$ cat config.mk
export PLATFORM = sky130hd
export DESIGN_NAME = alu_pkt_rx
export DESIGN_NICKNAME = d
export VERILOG_FILES = /design/src/rtl/alu_pkt_rx.sv
export SDC_FILE = /design/constraint.sdc
export NUM_CORES = 1
export LEC_CHECK = 0
export BUFFER_PORTS_ARGS = -buffer_cell sky130_fd_sc_hd__buf_4
export CORE_MARGIN = 2
export CORE_UTILIZATION = 45
export CTS_BUF_LIST = sky130_fd_sc_hd__clkbuf_4
export CTS_CLUSTER_DIAMETER = 150
export CTS_CLUSTER_SIZE = 8
export DETAILED_ROUTE_END_ITERATION = 7
export PLACE_DENSITY = 0.63
export SLEW_MARGIN = 20
export SYNTH_ARGS = -nofsm -noshare
export SYNTH_HDL_FRONTEND = slang
export SYNTH_SLANG_ARGS = --single-unit
$ cat constraint.sdc
create_clock -name clk_i -period 3.5 [get_ports clk_i]
set_clock_uncertainty 0.1 [all_clocks]
set_input_delay 0.35 -clock clk_i [delete_from_list [all_inputs] [get_ports clk_i]]
set_output_delay 0.35 -clock clk_i [all_outputs]
set_load 0.005 [all_outputs]
$ cat src/rtl/alu_pkt_rx.sv
// alu_pkt_rx -- packet parser between a UART byte receiver and an arithmetic stage.
//
// Packet layout: opcode, reserved, length LSB, length MSB, payload. The length
// counts the whole packet, including the 4-byte header.
//   0xEC ECHO : payload bytes are forwarded to the echo stream.
//   0xAD ADD, 0x88 MUL, 0xD1 DIV : each group of 4 payload bytes is packed
//     little-endian into one operand word.
//   Anything else is rejected: err_o pulses and the payload is dropped.
//
// Ports
//   clk_i, rst_ni           clock; synchronous active-low reset
//   rx_data_i/valid/ready   byte stream from the UART receiver
//   word_o/valid/ready      operand words (4*DATA_WIDTH) to the arithmetic stage
//   op_o                    0 ADD, 1 MUL, 2 DIV (qualified by word_valid_o)
//   word_first_o/last_o     first / last word of the packet (qualified by word_valid_o)
//   echo_data_o/valid/ready echo byte stream to the UART transmitter
//   err_o                   one-cycle pulse for each rejected packet
//
// Build option: defining ALU_PKT_RX_CHKLEN_EN rejects any ADD/MUL/DIV packet
// whose payload is not a multiple of 4 or is shorter than 8 bytes. Without it,
// any payload is accepted, trailing 1-3 bytes are dropped, and a payload of
// fewer than 4 bytes produces no word.
module alu_pkt_rx #(
    parameter int DATA_WIDTH = 8
) (
    input  logic                    clk_i,
    input  logic                    rst_ni,
    input  logic [DATA_WIDTH-1:0]   rx_data_i,
    input  logic                    rx_valid_i,
    output logic                    rx_ready_o,
    output logic [4*DATA_WIDTH-1:0] word_o,
    output logic                    word_valid_o,
    input  logic                    word_ready_i,
    output logic [1:0]              op_o,
    output logic                    word_first_o,
    output logic                    word_last_o,
    output logic [DATA_WIDTH-1:0]   echo_data_o,
    output logic                    echo_valid_o,
    input  logic                    echo_ready_i,
    output logic                    err_o
);

    typedef enum logic [2:0] {
        S_OPCODE, S_RESERVED, S_LEN_LSB, S_LEN_MSB,
        S_ECHO, S_COLLECT, S_EMIT, S_DISCARD
    } state_e;

    typedef enum logic [2:0] {
        K_ECHO, K_ADD, K_MUL, K_DIV, K_BAD
    } kind_e;

    function automatic kind_e decode(input logic [DATA_WIDTH-1:0] b);
        case (b)
            DATA_WIDTH'(8'hEC): decode = K_ECHO;
            DATA_WIDTH'(8'hAD): decode = K_ADD;
            DATA_WIDTH'(8'h88): decode = K_MUL;
            DATA_WIDTH'(8'hD1): decode = K_DIV;
            default:            decode = K_BAD;
        endcase
    endfunction

    state_e                  state_q, state_d;
    kind_e                   kind_q;
    logic [7:0]              len_lsb_q;
    logic [15:0]             count_q;      // payload bytes still to arrive
    logic [1:0]              byte_idx_q;   // byte lane of the word being filled
    logic [4*DATA_WIDTH-1:0] word_q;
    logic                    first_q;
    logic                    err_q;
    logic                    err_set;
    logic                    accept;

    // Full packet length is only complete while the MSB is on the bus.
    logic [15:0] length;
    logic [15:0] payload_len;
    assign length      = {rx_data_i[7:0], len_lsb_q};
    assign payload_len = length - 16'd4;

    // NOTE: sequential state uses non-blocking assignments so every register
    // samples pre-edge values, independent of process ordering.
    always_ff @(posedge clk_i) begin
        if (!rst_ni) state_q <= S_OPCODE;
        else         state_q <= state_d;
    end

    always_comb begin
        // NOTE: every output of this block is defaulted first; a path that
        // skips an assignment would otherwise infer a latch.
        state_d      = state_q;
        rx_ready_o   = 1'b1;
        echo_data_o  = rx_data_i;
        echo_valid_o = 1'b0;
        word_valid_o = 1'b0;
        err_set      = 1'b0;
        case (state_q)
            S_OPCODE:   if (rx_valid_i) state_d = S_RESERVED;
            S_RESERVED: if (rx_valid_i) state_d = S_LEN_LSB;
            S_LEN_LSB:  if (rx_valid_i) state_d = S_LEN_MSB;
            S_LEN_MSB: begin
                if (rx_valid_i) begin
                    if (length < 16'd4) begin
                        err_set = 1'b1;
                        state_d = S_OPCODE;
                    end else if (kind_q == K_ECHO) begin
                        state_d = (payload_len == 16'd0) ? S_OPCODE : S_ECHO;
                    end else if (kind_q == K_BAD) begin
                        err_set = 1'b1;
                        state_d = (payload_len == 16'd0) ? S_OPCODE : S_DISCARD;
`ifdef ALU_PKT_RX_CHKLEN_EN
                    end else if (payload_len[1:0] != 2'd0 || payload_len < 16'd8) begin
                        err_set = 1'b1;
                        state_d = (payload_len == 16'd0) ? S_OPCODE : S_DISCARD;
`endif
                    end else if (payload_len == 16'd0) begin
                        state_d = S_OPCODE;
                    end else if (payload_len < 16'd4) begin
                        state_d = S_DISCARD;   // too short for even one word
                    end else begin
                        state_d = S_COLLECT;
                    end
                end
            end
            S_ECHO: begin
                // Pass-through: the transmitter's ready paces the receiver.
                echo_valid_o = rx_valid_i;
                rx_ready_o   = echo_ready_i;
                if (rx_valid_i && echo_ready_i && count_q == 16'd1) state_d = S_OPCODE;
            end
            S_COLLECT: if (rx_valid_i && byte_idx_q == 2'd3) state_d = S_EMIT;
            S_EMIT: begin
                rx_ready_o   = 1'b0;
                word_valid_o = 1'b1;
                if (word_ready_i) begin
                    if (count_q == 16'd0)     state_d = S_OPCODE;
                    else if (count_q < 16'd4) state_d = S_DISCARD;  // partial tail
                    else                      state_d = S_COLLECT;
                end
            end
            S_DISCARD: if (rx_valid_i && count_q == 16'd1) state_d = S_OPCODE;
            default:   state_d = S_OPCODE;
        endcase
    end

    assign accept = rx_valid_i && rx_ready_o;

    always_ff @(posedge clk_i) begin
        if (!rst_ni) begin
            kind_q     <= K_BAD;
            len_lsb_q  <= '0;
            count_q    <= '0;
            byte_idx_q <= '0;
            word_q     <= '0;
            first_q    <= 1'b0;
            err_q      <= 1'b0;
        end else begin
            err_q <= err_set;
            case (state_q)
                S_OPCODE:  if (accept) kind_q <= decode(rx_data_i);
                S_LEN_LSB: if (accept) len_lsb_q <= rx_data_i[7:0];
                S_LEN_MSB: if (accept) begin
                    count_q    <= payload_len;
                    byte_idx_q <= '0;
                    first_q    <= 1'b1;
                end
                S_ECHO, S_DISCARD: if (accept) count_q <= count_q - 16'd1;
                S_COLLECT: if (accept) begin
                    word_q[int'(byte_idx_q)*DATA_WIDTH +: DATA_WIDTH] <= rx_data_i;
                    byte_idx_q <= byte_idx_q + 2'd1;
                    count_q    <= count_q - 16'd1;
                end
                S_EMIT: if (word_ready_i) first_q <= 1'b0;
                default: ;
            endcase
        end
    end

    always_comb begin
        op_o = 2'd0;
        case (kind_q)
            K_MUL:   op_o = 2'd1;
            K_DIV:   op_o = 2'd2;
            default: op_o = 2'd0;
        endcase
    end

    assign word_o       = word_q;
    // Fewer than 4 remaining bytes cannot form another word, so this one is last.
    assign word_first_o = (state_q == S_EMIT) && first_q;
    assign word_last_o  = (state_q == S_EMIT) && (count_q < 16'd4);
    assign err_o        = err_q;

endmodule
==> results.md, run 1 <==
- The run finished with clean final reports.
- The critical path data arrival time is 2.21 ns.
- At the later pin of the worst-skew pair, clock insertion delay measures 0.42 ns.
- The proportion of synthesized chip area in sequential cells is 0.341.
- In this run the remaining antenna-violating nets after routing total 0.
- Once the clock tree was built, the resizer swapped 0 gates to a different size.
- The overall routed net length is 10.7 mm.
- Yosys instantiated no cell more often than sky130_fd_sc_hd__nand2_1.
- Counting every instance in the synthesized netlist gives 523.
- The required time at the endpoint of the critical path is 3.05 ns.
- The minimum clock period after layout is 2.66 ns.
- After global routing the overflow that remains totals 0.
- The power per cell area is 340 nW/µm².
- The maximum number of pins on one net before global-route repair is 57.
- The clock net in this run drives a total of 66 sinks.
- After detailed routing, the number of remaining DRC violations is 0.
- The synthesis-to-layout area growth is 14.8%.
- The full die area is 9360 µm².
- The first global-routing pass estimated ~17 mm of wire.
- The area of the mapped netlist is 3870 µm².
- The proportion of netlist area held by the largest area contributor is 0.341.
- The detailed-route wire length per cell is 16.1 µm.
- The hold buffer count at CTS is 0.
- Detailed placement ended at an HPWL of approximately 7.4 mm.
- The tool flagged a number of max-cap violations equal to 0.
- Setup slack on the worst reg-to-reg path comes out at 0.97 ns.
- For this design, the slowest cell found on the critical path is sky130_fd_sc_hd__dfxtp_1.
- The class of the most critical setup path is flip-flop to output pin.
- STA classifies the critical path startpoint as a flip-flop.
- Headroom to the max-slew limit came out at 0.377.
- The critical path goes through nor2b_1, nand2_1, nor3_1, buf_4.
- In this run, the number of DRC markers left after iteration 0 of detailed routing was 176.
- The number of pins with negative max-slew slack in the final report is 0.
- In this run, synthesis inferred 0 flip-flops with an integrated enable.
- The clock passes through at most 2 buffers.
- Row generation in the floorplan step produced 33 rows.
- Measured along the x axis, the die boundary spans 96.8 µm.
- The placed instances occupy a cell area of 4280 µm².
- During synthesis, Yosys emitted a total of 0 warnings.
- The post-CTS clock slew at the launch and capture registers of the worst setup and hold paths is 0.12 ns.
- Yosys attributes the largest share of cell area to sky130_fd_sc_hd__dfxtp_1 34%, sky130_fd_sc_hd__a21oi_1 7.1%, sky130_fd_sc_hd__nand2_1 6.9%, sky130_fd_sc_hd__nand3_1 4.8%, sky130_fd_sc_hd__o21ai_0 4.1%.
- The tightest min-delay check is of the primary input to flip-flop type.
- In the synthesized netlist the async set-or-reset flop fraction comes to 0.
- The prevailing post-synth register cell is sky130_fd_sc_hd__dfxtp_1.
- Setup violations remaining at the end of the flow were counted as 0.
- The count of buffers added by post-CTS timing repair for setup is 0.
- The vias per cell is 5.73.
- The cell taking the most area after synthesis is sky130_fd_sc_hd__dfxtp_1.
- The cell area after layout is 4440 µm².
- The number of levels in the clock H-tree is 3.
- The element type at the critical path end is an output pin.
- The number of distinct library cells after synthesis is 57.
- In this run, synthesis produced a sequential element count of 66.
- The first detailed-routing pass ran for 5 iterations.
- The standard cell core area is 8300 µm².
- The vertical extent of the die is between 90 and 100 µm.
- The tightest hold margin is 0.106 ns.
- Across all layers, the routed design uses 3,808 vias.
- The worst vdd rail ir drop is 0.000168 V.
- The TritonCTS clock tree is done.
- The number of nets in the synthesized netlist is 546.
- Based on the critical path, the design can be clocked at up to between 300 and 400 MHz.
- Of all nets on the critical path, the largest fanout is 24.
- The port buffer count is 60.
- The global-route usage over all layers is 0.223.
- The final weighted congestion in routability-driven placement is 0.901.
- 0 antenna diodes ended up in the layout.
- The number of buffers inserted during clock tree synthesis is 9.
- The final sum of negative setup slack is 0 ns.
- The initial utilization of the core area, before any placement, comes to 0.467.
- The hold violation count in the final report is 0.
- The via count of the first global-routing pass is around 3,500.
- Each instance of the synthesized netlist takes up on average 7.40 µm².
- The static leakage is 1.66 nW.
- The I/O pin count is between 60 and 70.
- The post-layout net count is 577.
- After synthesis, the most frequently instantiated cells are 71 x sky130_fd_sc_hd__nand2_1, 66 x sky130_fd_sc_hd__dfxtp_1, 55 x sky130_fd_sc_hd__a21oi_1.
- The fraction of final layout cells sized beyond drive strength 1 is 0.159.
- The initial antenna violation count was 0.
- The largest incremental delay on the critical path is roughly 0.8 ns.
- In the finished design, the share of the clock period the worst path needs comes to 0.761.
- Summing internal, switching and leakage power gives about 1.5 mW.
- Setup repair after global routing left no endpoint under its margin.
- The measured slew at the worst slew-check pin is 0.932 ns.
- The cell chosen for the clock root is sky130_fd_sc_hd__clkbuf_4.
cell type report:
type	count	area (µm²)
fill	856	3850
multi-input combinational	398	2290
sequential	66	1320
timing repair buffer	65	488
tap	105	131
clock inverter	7	93.8
clock buffer	9	67.6
inverter	14	52.6
layout by cell type (no fill, tap or decap), types with 8 or more instances in the layout:
cell type / n
sky130_fd_sc_hd__nand2_1: 71
sky130_fd_sc_hd__dfxtp_1: 66
sky130_fd_sc_hd__buf_4: 65
sky130_fd_sc_hd__a21oi_1: 55
sky130_fd_sc_hd__nor2_1: 38
sky130_fd_sc_hd__nand3_1: 37
sky130_fd_sc_hd__o21ai_0: 32
sky130_fd_sc_hd__nor3_1: 19
sky130_fd_sc_hd__inv_1: 13
sky130_fd_sc_hd__xor2_1: 10
sky130_fd_sc_hd__ha_1: 10
sky130_fd_sc_hd__nor4_1: 9
sky130_fd_sc_hd__clkbuf_4: 9
sky130_fd_sc_hd__or3_1: 8
flip-flops by register name (all words and copies together) (netlist names):
register and count:
len_lsb_q 8, state_q 3, word_o 32, byte_idx_q 2, first_q 1, count_q 16, kind_q 3, err_o 1
path summary, 6_finish.rpt:
check                                        startpoint                       to  depth (start not counted)
worst max register to register  count_q[0]$_SDFFE_PN0P_  state_q[0]$_SDFFE_PN0P_                          8
worst max-delay path            state_q[2]$_SDFFE_PN0P_              word_last_o                          4
worst min-delay path                             rst_ni   kind_q[0]$_SDFFE_PN0P_                          2
worst min register to register  word_o[31]$_SDFFE_PN0P_  word_o[31]$_SDFFE_PN0P_                          2
critical path: cells and delay by family (launching register included):
kind	cells	cell delay (ns)
buffers and inverters	1	0.17
AND/OR/NAND/NOR	3	0.82
flip-flops	1	0.80
metal layers:
metal  up-vias  share of wire  GRT usage
met3        18          0.070     0.0600
met4         0          0.018     0.0650
met2       135           0.45      0.359
li1       1917              -          -
met5         -              0          0
met1      1738           0.46      0.295
cells by family (layout without fill, tap and decap cells):
| kind of cell | Yosys count | in the layout | synth area share |
|---|---|---|---|
| fa+ha+maj | 10 | 10 | 0.0323 |
| compound gates | 133 | 133 | 0.205 |
| simple gates | 235 | 235 | 0.307 |
| xor+xnor | 14 | 14 | 0.0317 |
| flops | 66 | 66 | 0.341 |
| mux | 6 | 6 | 0.0155 |
| buf+inv | 59 | 95 | 0.0675 |
power breakdown:
| group | leakage [nW] | internal, mW | switching, mW | total, mW |
|---|---|---|---|---|
| combinational | 1.05 | 0.0569 | 0.0972 | 0.154 |
| clock | 0.0819 | 0.288 | 0.304 | 0.592 |
| sequential | 0.532 | 0.757 | 0.00850 | 0.766 |
metrics by stage:
stage | utilization | setup WS, ns | instances
4_1_cts | 0.536 | 0.849 | 664
3_3_place_gp | 0.516 | 1.03 | 648
2_1_floorplan | - | 1.05 | 523
6_report | 0.536 | 0.836 | 664
5_1_grt | 0.536 | 0.634 | 664
3_5_place_dp | 0.516 | 1.01 | 648
No activity file was read; power rests on OpenSTA's default activity.
==> inputs of run 2 (changes only) <==
- ABC_AREA: not set -> 1
- PLACE_DENSITY: 0.63 -> 0.65
- clock period: 3.5 -> 2.2 ns (I/O delays scaled with it)
==> run 2 against run 1 <==
Compared with the run above:
- global-route usage up 2.2 points
- combinational power rose to 3.1 times the previous value
- non-clock buffer count up 8
- die area down 1.7%
- first-iteration DRC count up 17%
- sequential power up 63%
- critical path type is now flip-flop to flip-flop
- critical endpoint is now word_o[9]$_SDFFE_PN0P_
==> results.md, run 2 <==
- The wire length of the first global-routing pass was 17.5 mm (+0.84%).
- The cell with the most instances after synthesis is sky130_fd_sc_hd__nand2_1.
- The hold path startpoint is rx_data_i[1].
- The largest incremental delay on the critical path was 0.50 ns (-0.30 ns).
- The proportion of synthesized chip area in sequential cells was 0.347 (+0.00629).
- The worst vdd rail ir drop is 0.000318 V (+89%).
- The share of synthesized flip-flops with an asynchronous set or reset is 0 (unchanged).
- The switching portion of total power is 0.314 (+0.0427).
- The highest attainable clock frequency is roughly 500 MHz.
- The beginning of the worst register-to-register path is state_q[2]$_SDFFE_PN0P_.
- The total design power is 2.67 mW (+77%).
- The total of flip-flops plus latches after synthesis came to 66 (unchanged).
- The measured slew at the worst slew-check pin is 0.402 ns (-0.530 ns).
- The number of diodes added for antenna fixing is 0 (unchanged).
- The number of nets with antenna violations after detailed routing came to 0 (unchanged).
- Ranked by total cell area, the synthesized netlist is headed by sky130_fd_sc_hd__dfxtp_1 35%, sky130_fd_sc_hd__nand2_1 10%, sky130_fd_sc_hd__a21oi_1 7.2%, sky130_fd_sc_hd__nor2_1 6.7%, sky130_fd_sc_hd__o21ai_0 5.9%.
- The vias per cell was 5.38 (-6.2%).
- The combinational share of power is 0.179 (+0.077).
- The element type at the critical path end is a flip-flop.
- The number of buffers inserted during clock tree synthesis was 9 (unchanged).
- The clock network fraction of design power is 0.352 (-0.040).
- Dividing the final minimum period by the clock period gives 0.918.
- The internal power summed over all cells was 1.84 mW (+67%).
- The final weighted congestion in routability-driven placement was 0.962 (+6.8%).
- The number of remaining DRC errors is 0 (unchanged).
- The total via count after detailed routing was 3,905 (+2.5%).
- The initial antenna violation count is 0 (unchanged).
- The vertical extent of the die is 95.9 µm (-0.87%).
- The post-CTS clock slew at the launch and capture registers of the worst setup and hold paths is 0.12 ns (about the same).
- The global-route usage over all layers came to 0.245 (+0.0221).
- The hold violation count in the final report is 0 (unchanged).
- The synthesized design spends more area on one cell type than any other, namely sky130_fd_sc_hd__dfxtp_1.
- The flow ran to the end, and the final reports show no timing, DRC or antenna violations.
- The die boundary width is 95.9 µm (-0.87%).
- Counting I/O delays and the setup requirement, the final critical path takes 2.02 ns.
- The worst path buffer plus inverter count came to 3 (+2).
- The required time at the endpoint of the critical path came to 2.41 ns (-0.64 ns).
- The most common cell after layout, fill and taps aside is sky130_fd_sc_hd__nand2_1.
- The part of the power in registers came to 0.469 (-0.038).
- The global route total overflow is 0 (unchanged).
- The count of mapped cells out of synthesis is 562 (+7.5%).
- The synthesized area per cell is 6.77 µm² (-8.6%).
- The number of DRC markers after the initial detailed-route iteration is 206 (+17%).
- The synthesized netlist net count is 585 (+7.1%).
- The count of buffers added by post-CTS timing repair for setup is 0 (unchanged).
- The reported net switching power was 0.839 mW (+100%).
- The count of synthesis-stage warnings from yosys is 0 (unchanged).
- The cell chosen for the clock root is sky130_fd_sc_hd__clkbuf_4.
- The critical path is of the flip-flop to flip-flop type.
- The prevailing post-synth register cell is sky130_fd_sc_hd__dfxtp_1.
- TritonCTS built the clock tree.
- The end of the worst register-to-register path is word_o[9]$_SDFFE_PN0P_.
- The number of flip-flops in the largest register is 32 (unchanged).
- The count of flip-flops with a built-in enable after synthesis came to 0 (unchanged).
- The number of max-cap violations came to 0 (unchanged).
- The path class of the lowest-slack min-delay path is primary input to flip-flop.
- The maximum number of pins on one net before global-route repair is 27 (-53%).
- The number of rows in the core area is 33 (unchanged).
- The power per cell area is 595 nW/µm² (+75%).
- Setup repair after global routing left no endpoint under its margin.
- The final number of setup-violating endpoints came to 0 (unchanged).
- The number of levels in the clock H-tree is 3 (unchanged).
- The via count of the first global-routing pass is 3,736 (+6.5%).
- The number of search-and-repair iterations in the first detailed-routing pass is 5 (unchanged).
- The standard cell core area was 8220 µm² (-1.0%).
- The critical path data arrival time is 2.23 ns (+0.02 ns).
- The full die area is 9200 µm² (-1.7%).
- The fraction of final layout cells sized beyond drive strength 1 is 0.196 (+0.0372).
- By count the netlist is led by 101 x sky130_fd_sc_hd__nand2_1, 68 x sky130_fd_sc_hd__nor2_1, 66 x sky130_fd_sc_hd__dfxtp_1.
- The static leakage came to 1.94 nW (+17%).
- The maximum buffer depth of the clock tree is 2 (unchanged).
- The final sum of negative setup slack is 0 ns (unchanged).
- The startpoint type of the worst setup path is a flip-flop.
- The detailed-route wire length per cell came to 14.8 µm (-7.8%).
- The port buffer count is 60 (unchanged).
- The post-layout net count came to 639 (+11%).
- The I/O pin count is 61 (unchanged).
- For hold timing, the worst endpoint is word_o[9]$_SDFFE_PN0P_.
- The count of cells along the worst register-to-register path was 9 (+1).
- The largest fanout on the critical path came to 9 (-63%).
- The area of the mapped netlist is 3800 µm² (-1.8%).
- The number of distinct library cells after synthesis is 42 (-26%).
- The most prevalent standard cell on the critical path is sky130_fd_sc_hd__nand2_1.
- The number of pins with negative max-slew slack in the final report is 0 (unchanged).
- The relative slew slack was 0.731 (+0.354).
- The overall routed net length is 10.8 mm (+0.78%).
- Among all stages on the critical path, the largest delay is contributed by sky130_fd_sc_hd__dfxtp_1.
- The synthesis-to-layout area growth is 18.1%.
- The cell class contributing the biggest share of worst-path delay is flip-flops.
- The initial standard-cell utilization of the core is 0.463 (-0.00384).
- The number of sinks driven by the clock tree is 66 (unchanged).
- The slack of the worst reg-to-reg path is 0.18 ns (-0.79 ns).
- The proportion of netlist area held by the largest area contributor is 0.347 (+0.00629).
- The number of cells traversed by the worst hold path came to 3 (+1).
- Leaving out fill and tap cells, the most frequent cells in the layout are 100 x sky130_fd_sc_hd__nand2_1, 71 x sky130_fd_sc_hd__buf_4, 67 x sky130_fd_sc_hd__nor2_1, 66 x sky130_fd_sc_hd__dfxtp_1, 55 x sky130_fd_sc_hd__a21oi_1.
- Walking the worst path, the cells encountered are o211ai_2, nand2_1, inv_1, nand2_2, inv_4, nand2_1, clkinv_1, o21ai_0, a21oi_1.
- The clock insertion delay at the later pin of the skew report was 0.43 ns (about the same).
- The final HPWL from detailed placement is 7.72 mm (+4.4%).
-- run 2: how the worst max path moves through the flow --
stage | startpoint | endpoint | slack [ns] | cells past startpoint
4_1_cts | len_lsb_q[2]$_SDFFE_PN0P_ | state_q[1]$_SDFFE_PN0P_ | 0.12 | 16
2_1_floorplan | byte_idx_q[0]$_SDFFE_PN0P_ | word_o[19]$_SDFFE_PN0P_ | 0.21 | 8
5_1_grt | len_lsb_q[2]$_SDFFE_PN0P_ | state_q[1]$_SDFFE_PN0P_ | 0.01 | 16
3_3_place_gp | len_lsb_q[2]$_SDFFE_PN0P_ | state_q[1]$_SDFFE_PN0P_ | 0.22 | 16
3_5_place_dp | state_q[1]$_SDFFE_PN0P_ | count_q[0]$_SDFFE_PN0P_ | 0.15 | 7
6_report | state_q[2]$_SDFFE_PN0P_ | word_o[9]$_SDFFE_PN0P_ | 0.18 | 9
-- run 2: final cells by class --
class,count,area [µm²]
Clock inverter,7,93.8
Multi-Input combinational cell,406,2100
Tap cell,105,131
Timing Repair Buffer,73,553
Fill cell,801,3720
Inverter,60,228
Clock buffer,9,67.6
Sequential cell,66,1320
-- run 2: what timing repair did --
action,4_1_cts,5_1_grt
resized for setup,0,5
hold endpoints to repair,2,0
setup endpoints to repair,0,5
hold buffers,2,0
-- run 2: cell families (layout without fill, tap and decap cells) --
logic type / Yosys count / in the layout / share of synthesized area
compound gates: 136 / 136 / 0.203
flops: 66 / 66 / 0.347
simple gates: 256 / 256 / 0.302
fa+ha+maj: 10 / 10 / 0.0329
buf+inv: 90 / 149 / 0.105
xor+xnor: 4 / 4 / 0.00922
-- run 2: through the flow --
step                      cells  setup slack [ns]   util  cell area (µm²)  hold WS (ns)
after floorplan             562             0.205      -             3800         0.258
after global routing        726            0.0114  0.547             4490       0.00784
after CTS                   726             0.122  0.545             4480        0.0147
after global placement      708             0.223  0.523             4300         0.357
final                       726             0.180  0.547             4490        0.0312
after detailed placement    708             0.149  0.523             4300         0.355
-- run 2: power by group through the flow --
stage               Clock [mW]  Combinational (mW)  Sequential (mW)
floorplan                    0               0.337             1.27
CTS                      0.959               0.470             1.25
global route              1.01               0.537             1.26
detailed placement           0               0.465             1.28
global placement             0               0.459             1.28
finish                   0.942               0.477             1.25
-- run 2: tightest hold or removal path, delay by kind of cell --
family | cells | cell delay, ns
buffers and inverters | 1 | 0.15
AO/OA/AOI/OAI | 1 | 0.06
AND/OR/NAND/NOR | 1 | 0.08
-- run 2: routing by layer --
layer  vias to the layer above  part of all wire  GRT usage
met5                         -                 0          0
met2                       119              0.47      0.407
li1                       1975                 -          -
met3                        21             0.050     0.0470
met4                         0             0.023      0.111
met1                      1790              0.46      0.308
